<file path="src/rtl/mc_ctrl_fsm_ws.sv">
// mc_ctrl_fsm_ws
// Multicycle control unit for the 4-bit-opcode datapath, with memory
// wait-state handshake, bus-timeout and illegal-opcode trapping, resume from
// halt, and cycle / retired-instruction counters.
//
// Ports
//   clock, reset         rising-edge clock, async active-high reset
//   instr, instr_regs    IR opcode and IR[7:4] (stop/nop decode)
//   N, Z                 flags for conditional branches
//   mem_ready            memory finishes the access this cycle
//   resume               leave STOP/FAULT
//   PCwrite..FlagWrite   1-bit datapath controls
//   ALU2, ALUop          ALU B-source select and ALU operation
//   cycle_count          cycles executed (frozen while halted)
//   instr_count          instructions fetched
//   halted, fault        halt flag and fault cause (01 illegal, 10 timeout)
//   state_out            current state encoding
//
// state  | meaning
// RESET  | out of reset, go fetch
// FETCH  | read instruction, wait for mem_ready
// DECODE | load R1/R2, dispatch on opcode
// ASN3   | add/sub/nand execute
// ASNSH4 | write back ALU result
// SHIFT3 | shift execute
// ORI3   | select R1 as source
// ORI4   | or-immediate execute
// ORI5   | write back to R1
// LOAD3  | memory read, wait for mem_ready
// LOAD4  | write MDR to register file
// STORE3 | memory write, wait for mem_ready
// BPZ3   | branch if not negative
// BZ3    | branch if zero
// BNZ3   | branch if not zero
// NOP    | idle one cycle
// STOP   | halted by program, wait for resume
// FAULT  | halted by trap, wait for resume
module mc_ctrl_fsm_ws #(
    parameter int CYC_W       = 8,
    parameter int INSTR_W     = 8,
    parameter int SAT         = 1,
    parameter int MEM_TIMEOUT = 15
) (
    input  logic               clock,
    input  logic               reset,
    input  logic [3:0]         instr,
    input  logic [3:0]         instr_regs,
    input  logic               N,
    input  logic               Z,
    input  logic               mem_ready,
    input  logic               resume,
    output logic               PCwrite,
    output logic               AddrSel,
    output logic               MemRead,
    output logic               MemWrite,
    output logic               IRload,
    output logic               R1Sel,
    output logic               MDRload,
    output logic               R1R2Load,
    output logic               ALU1,
    output logic               ALUOutWrite,
    output logic               RFWrite,
    output logic               RegIn,
    output logic               FlagWrite,
    output logic [2:0]         ALU2,
    output logic [2:0]         ALUop,
    output logic [CYC_W-1:0]   cycle_count,
    output logic [INSTR_W-1:0] instr_count,
    output logic               halted,
    output logic [1:0]         fault,
    output logic [4:0]         state_out
);

    typedef enum logic [4:0] {
        S_RESET  = 5'd0,
        S_FETCH  = 5'd1,
        S_DECODE = 5'd2,
        S_ASN3   = 5'd3,
        S_ASNSH4 = 5'd4,
        S_SHIFT3 = 5'd5,
        S_ORI3   = 5'd6,
        S_ORI4   = 5'd7,
        S_ORI5   = 5'd8,
        S_LOAD3  = 5'd9,
        S_LOAD4  = 5'd10,
        S_STORE3 = 5'd11,
        S_BPZ3   = 5'd12,
        S_BZ3    = 5'd13,
        S_BNZ3   = 5'd14,
        S_NOP    = 5'd15,
        S_STOP   = 5'd16,
        S_FAULT  = 5'd17
    } state_t;

    localparam logic [8:0] TO_LIM = 9'(MEM_TIMEOUT);
    localparam bit         TO_EN  = (MEM_TIMEOUT != 0);

    state_t               state_q, state_d;
    logic [7:0]           wait_q, wait_d;
    logic [1:0]           fault_q, fault_d;
    logic [CYC_W-1:0]     cyc_q, cyc_d;
    logic [INSTR_W-1:0]   ins_q, ins_d;

    logic       mem_state;
    logic       halt_state;
    logic [8:0] wait_inc;
    logic       timeout;

    assign mem_state  = (state_q == S_FETCH) || (state_q == S_LOAD3) || (state_q == S_STORE3);
    assign halt_state = (state_q == S_STOP) || (state_q == S_FAULT);
    // wait_q counts earlier stalled cycles; +1 includes the current one, so
    // MEM_TIMEOUT stalled cycles in a row trap on the last of them.
    assign wait_inc   = {1'b0, wait_q} + 9'd1;
    assign timeout    = TO_EN && mem_state && !mem_ready && (wait_inc == TO_LIM);

    always_comb begin
        state_d = state_q;
        fault_d = fault_q;
        case (state_q)
            S_RESET:  state_d = S_FETCH;
            S_FETCH:  if (mem_ready) state_d = S_DECODE;
            S_DECODE: begin
                if (instr == 4'b0100 || instr == 4'b0110 || instr == 4'b1000)
                    state_d = S_ASN3;
                else if (instr[2:0] == 3'b011)
                    state_d = S_SHIFT3;
                else if (instr[2:0] == 3'b111)
                    state_d = S_ORI3;
                else if (instr == 4'b0000)
                    state_d = S_LOAD3;
                else if (instr == 4'b0010)
                    state_d = S_STORE3;
                else if (instr == 4'b1101)
                    state_d = S_BPZ3;
                else if (instr == 4'b0101)
                    state_d = S_BZ3;
                else if (instr == 4'b1001)
                    state_d = S_BNZ3;
                else if (instr == 4'b0001 && instr_regs == 4'b0000)
                    state_d = S_STOP;
                else if (instr == 4'b0001 && instr_regs == 4'b1000)
                    state_d = S_NOP;
                else begin
                    state_d = S_FAULT;
                    fault_d = 2'b01;
                end
            end
            S_ASN3, S_SHIFT3: state_d = S_ASNSH4;
            S_ASNSH4: state_d = S_FETCH;
            S_ORI3:   state_d = S_ORI4;
            S_ORI4:   state_d = S_ORI5;
            S_ORI5:   state_d = S_FETCH;
            S_LOAD3:  if (mem_ready) state_d = S_LOAD4;
            S_LOAD4:  state_d = S_FETCH;
            S_STORE3: if (mem_ready) state_d = S_FETCH;
            S_BPZ3, S_BZ3, S_BNZ3, S_NOP: state_d = S_FETCH;
            S_STOP, S_FAULT: begin
                if (resume) begin
                    state_d = S_FETCH;
                    fault_d = 2'b00;
                end
            end
            default:  state_d = S_RESET;
        endcase
        if (timeout) begin
            state_d = S_FAULT;
            fault_d = 2'b10;
        end
    end

    // Counter is zero outside memory states, so every entry starts from zero.
    always_comb begin
        wait_d = 8'd0;
        if (mem_state && !mem_ready && !timeout)
            wait_d = (wait_q == 8'hFF) ? wait_q : wait_q + 8'd1;
    end

    always_comb begin
        cyc_d = cyc_q;
        if (!halt_state) begin
            if (&cyc_q)
                cyc_d = (SAT != 0) ? cyc_q : '0;
            else
                cyc_d = cyc_q + CYC_W'(1);
        end
        ins_d = ins_q;
        if (state_q == S_FETCH && state_d == S_DECODE) begin
            if (&ins_q)
                ins_d = (SAT != 0) ? ins_q : '0;
            else
                ins_d = ins_q + INSTR_W'(1);
        end
    end

    always_ff @(posedge clock or posedge reset) begin
        if (reset) begin
            state_q <= S_RESET;
            wait_q  <= 8'd0;
            fault_q <= 2'b00;
            cyc_q   <= '0;
            ins_q   <= '0;
        end else begin
            state_q <= state_d;
            wait_q  <= wait_d;
            fault_q <= fault_d;
            cyc_q   <= cyc_d;
            ins_q   <= ins_d;
        end
    end

    // Controls follow the current state (plus flags / mem_ready) so that an
    // asserted reset silences them in the same cycle.
    always_comb begin
        PCwrite     = 1'b0;
        AddrSel     = 1'b0;
        MemRead     = 1'b0;
        MemWrite    = 1'b0;
        IRload      = 1'b0;
        R1Sel       = 1'b0;
        MDRload     = 1'b0;
        R1R2Load    = 1'b0;
        ALU1        = 1'b0;
        ALUOutWrite = 1'b0;
        RFWrite     = 1'b0;
        RegIn       = 1'b0;
        FlagWrite   = 1'b0;
        ALU2        = 3'b000;
        ALUop       = 3'b000;
        case (state_q)
            S_FETCH: begin
                AddrSel = 1'b1;
                MemRead = 1'b1;
                ALU2    = 3'b001;
                PCwrite = mem_ready;
                IRload  = mem_ready;
            end
            S_DECODE: R1R2Load = 1'b1;
            S_ASN3: begin
                ALU1        = 1'b1;
                ALUOutWrite = 1'b1;
                FlagWrite   = 1'b1;
                case (instr)
                    4'b0110: ALUop = 3'b001;
                    4'b1000: ALUop = 3'b011;
                    default: ALUop = 3'b000;
                endcase
            end
            S_SHIFT3: begin
                ALU1        = 1'b1;
                ALU2        = 3'b100;
                ALUop       = 3'b100;
                ALUOutWrite = 1'b1;
                FlagWrite   = 1'b1;
            end
            S_ASNSH4: RFWrite = 1'b1;
            S_ORI3: begin
                R1Sel    = 1'b1;
                R1R2Load = 1'b1;
            end
            S_ORI4: begin
                ALU1        = 1'b1;
                ALU2        = 3'b011;
                ALUop       = 3'b010;
                ALUOutWrite = 1'b1;
                FlagWrite   = 1'b1;
            end
            S_ORI5: begin
                R1Sel   = 1'b1;
                RFWrite = 1'b1;
            end
            S_LOAD3: begin
                MemRead = 1'b1;
                MDRload = mem_ready;
            end
            S_LOAD4: begin
                ALUOutWrite = 1'b1;
                RFWrite     = 1'b1;
                RegIn       = 1'b1;
            end
            S_STORE3: MemWrite = 1'b1;
            S_BPZ3: begin
                ALU2    = 3'b010;
                PCwrite = ~N;
            end
            S_BZ3: begin
                ALU2    = 3'b010;
                PCwrite = Z;
            end
            S_BNZ3: begin
                ALU2    = 3'b010;
                PCwrite = ~Z;
            end
            default: ;
        endcase
    end

    assign cycle_count = cyc_q;
    assign instr_count = ins_q;
    assign halted      = halt_state;
    assign fault       = fault_q;
    assign state_out   = state_q;

endmodule

</file>
<file path="config.mk">
export PLATFORM = sky130hd
export DESIGN_NAME = mc_ctrl_fsm_ws
export DESIGN_NICKNAME = d
export VERILOG_FILES = /design/src/rtl/mc_ctrl_fsm_ws.sv
export SDC_FILE = /design/constraint.sdc
export NUM_CORES = 1
export LEC_CHECK = 0
export CAP_MARGIN = 20
export CORE_MARGIN = 4
export CORE_UTILIZATION = 50
export CTS_BUF_LIST = sky130_fd_sc_hd__clkbuf_8
export DETAILED_ROUTE_END_ITERATION = 10
export PLACE_DENSITY = 0.83
export SYNTH_ARGS = -nofsm -noshare
export SYNTH_HDL_FRONTEND = slang
export SYNTH_SLANG_ARGS = --single-unit
</file>
<file path="constraint.sdc">
create_clock -name clock -period 2.5 [get_ports clock]
set_clock_uncertainty 0.2 [all_clocks]
set_input_delay 0.25 -clock clock [delete_from_list [all_inputs] [get_ports clock]]
set_output_delay 0.25 -clock clock [all_outputs]
set_load 0.02 [all_outputs]
</file>
==> key figures <==
Floorplan
  – Die area: 0.00525 mm²
  – # IOs: 57
  – Die width: roughly 72 µm
  – Die H: just over 70 µm
  – Core area: about 0.0040 mm²
  – Initial core utilization: 0.519
  – Row count: 23

GRT
  – Global-route wire length before repair: ~8800 µm
  – GRT Total Usage: 0.212
  – Vias in the first global route: around 1900
  – Initial antenna violation count: 0
  – Grt total ovfl: 0
  – Largest net degree at the start of global routing: 32

Clocking
  – CTS tree: done
  – Hold buffers post-CTS: 0
  – Clk slew on worst S/H paths: ~0.070 ns
  – Inserted Clock Buffers: 5
  – Longest Clk Path Bufs: 2
  – Sink Count: 31
  – Clock root buffer: clkbuf_8
  – H-tree Lvls: 2
  – Clock latency on the worst-skew pair: 0.28 ns

Detailed routing
  – Routed WL: approximately 5300 µm
  – Drt pass-1 iters: 4
  – First DRT Iteration DRCs: between 100 and 150
  – # DRC: 0
  – Antenna viol nets, final: 0
  – Vias per Instance: between 5 and 6
  – Routed WL per cell: roughly 15 µm
  – Vias: between 2000 and 2500

Critical path
  – RR Endpoint: instr_count[1]$_DFFE_PP0P_
  – Reg-to-reg setup timing slack: between 0.4 and 0.5 ns
  – Crit path DAT: ~1.9 ns
  – R2R cell count: 5
  – Critical path peak fanout: 9
  – Reg-to-reg critical path startpoint: state_out[1]$_DFF_PP0_
  – CP Capture Type: primary output
  – Kind of critical path: reg -> out
  – Setup crit start kind: flip-flop
  – Critical Path RT: slightly above 2 ns

Timing
  – Slew Viols, Final: 0
  – Slew headroom: 0.624
  – Final period util: 0.954
  – Worst setup margin: 0.114 ns
  – Final setup TNS: 0 ns
  – Max Freq: ~420 MHz
  – Tmin final: 2.39 ns
  – Final hold vios: 0
  – WHS: around 0.16 ns
  – Worst-margin pin slew: 0.561 ns
  – Unrepaired setup endpoints after global routing: no
  – Setup-failing EPs final: 0

Logic synthesis
  – EDFF count, synth: 0
  – Asr flop ratio synth: 1.00
  – Area leader, netlist: dfrtp_1
  – Post-Syn Instances: between 200 and 250
  – Yosys top cell area share: 0.374
  – Mapped Area: between 0.002 and 0.0025 mm²
  – Syn_nets: 250
  – Sequential share of the synthesized area: 0.374
  – Most used DFF post-synth: dfrtp_1
  – Post-synthesis cell type count: 54
  – Synthesis Warnings: 0
  – FF+latch count, synth: 31
  – Top cells by area, synth: dfrtp_1 (37%), xor2_1 (5.1%), nor2_1 (4.2%), xnor2_1 (3.4%), nor3_1 (3.1%)
  – Avg Cell Area, Syn: between 8 and 9 µm²

Finish
  – Layout area overhead: 39.2%
  – N_diodes: 0
  – Design area: 0.00289 mm²
  – Fillers: 313
  – Layout cell share with drive strength beyond 1: 0.145
  – Fin nets: approximately 320

Placed design
  – Port bufs: 56
  – Placed Instance Area: 0.00278 mm²
  – Routability cong.: 0.865
  – DP Wirelength: 4200 µm
  – Worst slack, placed: 0.134 ns

Power and ir drop
  – Total Power: between 3 and 4 mW
  – Leakage: about 1.3 nW
  – VDD IR max: between 500 and 600 µV
  – Pwr/cell area: ~1100 mW/mm²

Worst hold path
  – Hold crit path type: in -> async

Job
  – Max-Cap Viols: 0

Outcome
  – Outcome: complete, no violations
==> metal layers <==
layer  track usage  vias to the layer above  share of wire
met5             0                        -              0
met4        0.0676                        0          0.014
met3        0.0485                       11          0.049
met2         0.372                       61           0.52
met1         0.256                      982           0.42
li1              -                      991              -
==> registers in the layout (all words and copies together), names as in the netlist <==
name and flops:
wait_q 8, instr_count 8, cycle_count 8, state_out 5, fault 2
==> synth_stat cells (all sizes together) (4+ instances only) <==
library cell,instances
dfrtp,31
nor2,23
nand2,15
nor3,13
nand3,12
xor2,12
buf,10
a21oi,9
inv,8
xnor2,8
nor4,7
o21ai,7
nand2b,6
and3,5
nand4,5
nor3b,5
a221oi,4
clkbuf,4
ha,4
nor2b,4
==> kinds of logic after synthesis <==
logic type | after synthesis | share of synthesized area
flops | 31 | 0.374
fa+ha+maj | 4 | 0.0241
mux | 2 | 0.0102
compound gates | 43 | 0.152
xor+xnor | 20 | 0.0844
buf+inv | 22 | 0.0548
simple gates | 110 | 0.301
==> how the worst max path moves through the flow <==
stage                                       from           to  slack (ns)
after floorplan           state_out[2]$_DFF_PP0_  ALUOutWrite        0.30
after global placement                  instr[3]     ALUop[0]        0.17
after detailed placement                instr[3]     ALUop[0]        0.13
after CTS                 state_out[2]$_DFF_PP0_  ALUOutWrite      -0.009
after global routing      state_out[2]$_DFF_PP0_        R1Sel        0.01
final                     state_out[4]$_DFF_PP0_      ALU2[0]        0.11
==> through the flow <==
step,utilization,instances
floorplan,-,232
global placement,0.695,346
detailed placement,0.695,346
CTS,0.718,354
global route,0.722,354
finish,0.722,354
==> cell usage in the layout, fill, tap and decap left out, drive strengths merged, types with 3 or more instances in the layout <==
cell / synthesis / layout
nor3b: 5 / 5
nand2: 15 / 15
dlymetal6s2s: 0 / 6
or2: 3 / 3
a211oi: 3 / 3
a221oi: 4 / 4
buf: 10 / 22
nor2: 23 / 23
nand3: 12 / 12
nor2b: 4 / 4
ha: 4 / 4
and3: 5 / 5
clkdlybuf4s50: 0 / 49
nand2b: 6 / 6
inv: 8 / 10
o21ai: 7 / 7
nand4: 5 / 5
nor4: 7 / 7
nand3b: 3 / 3
xnor2: 8 / 8
dfrtp: 31 / 31
xor2: 12 / 12
clkbuf: 4 / 5
nor3: 13 / 13
a21oi: 9 / 9
==> worst max-delay path, cell delays in order, from the launching register on <==
cell and delay, ns:
dfrtp_2 0.49, nand2b_1 0.20, buf_4 0.16, a211oi_1 0.15
clkdlybuf4s50_1 0.65
==> power breakdown <==
part | internal (mW) | switching, mW | total (mW) | leakage [nW]
combinational | 0.901 | 0.955 | 1.86 | 0.856
sequential | 0.686 | 0.249 | 0.934 | 0.384
clock | 0.187 | 0.185 | 0.372 | 0.0505
total | 1.77 | 1.39 | 3.16 | 1.29
==> area by class of cell <==
| class | count | area (µm²) | area share |
|---|---|---|---|
| multi-input combinational | 179 | 1200 | 0.414 |
| sequential | 31 | 779 | 0.270 |
| clock buffer | 5 | 68.8 | 0.0238 |
| tap | 50 | 62.6 | 0.0217 |
| inverter | 8 | 30.0 | 0.0104 |
| clock inverter | 3 | 12.5 | 0.00433 |
| timing repair buffer | 78 | 739 | 0.256 |
==> what timing repair did <==
| item | 4_1_cts | 5_1_grt |
|---|---|---|
| setup buffers | 0 | 0 |
| endpoints found under the setup margin | 3 | 7 |
| resized for setup | 5 | 7 |
| cloned | 0 | 0 |
Power figures use the tool's default switching activity.
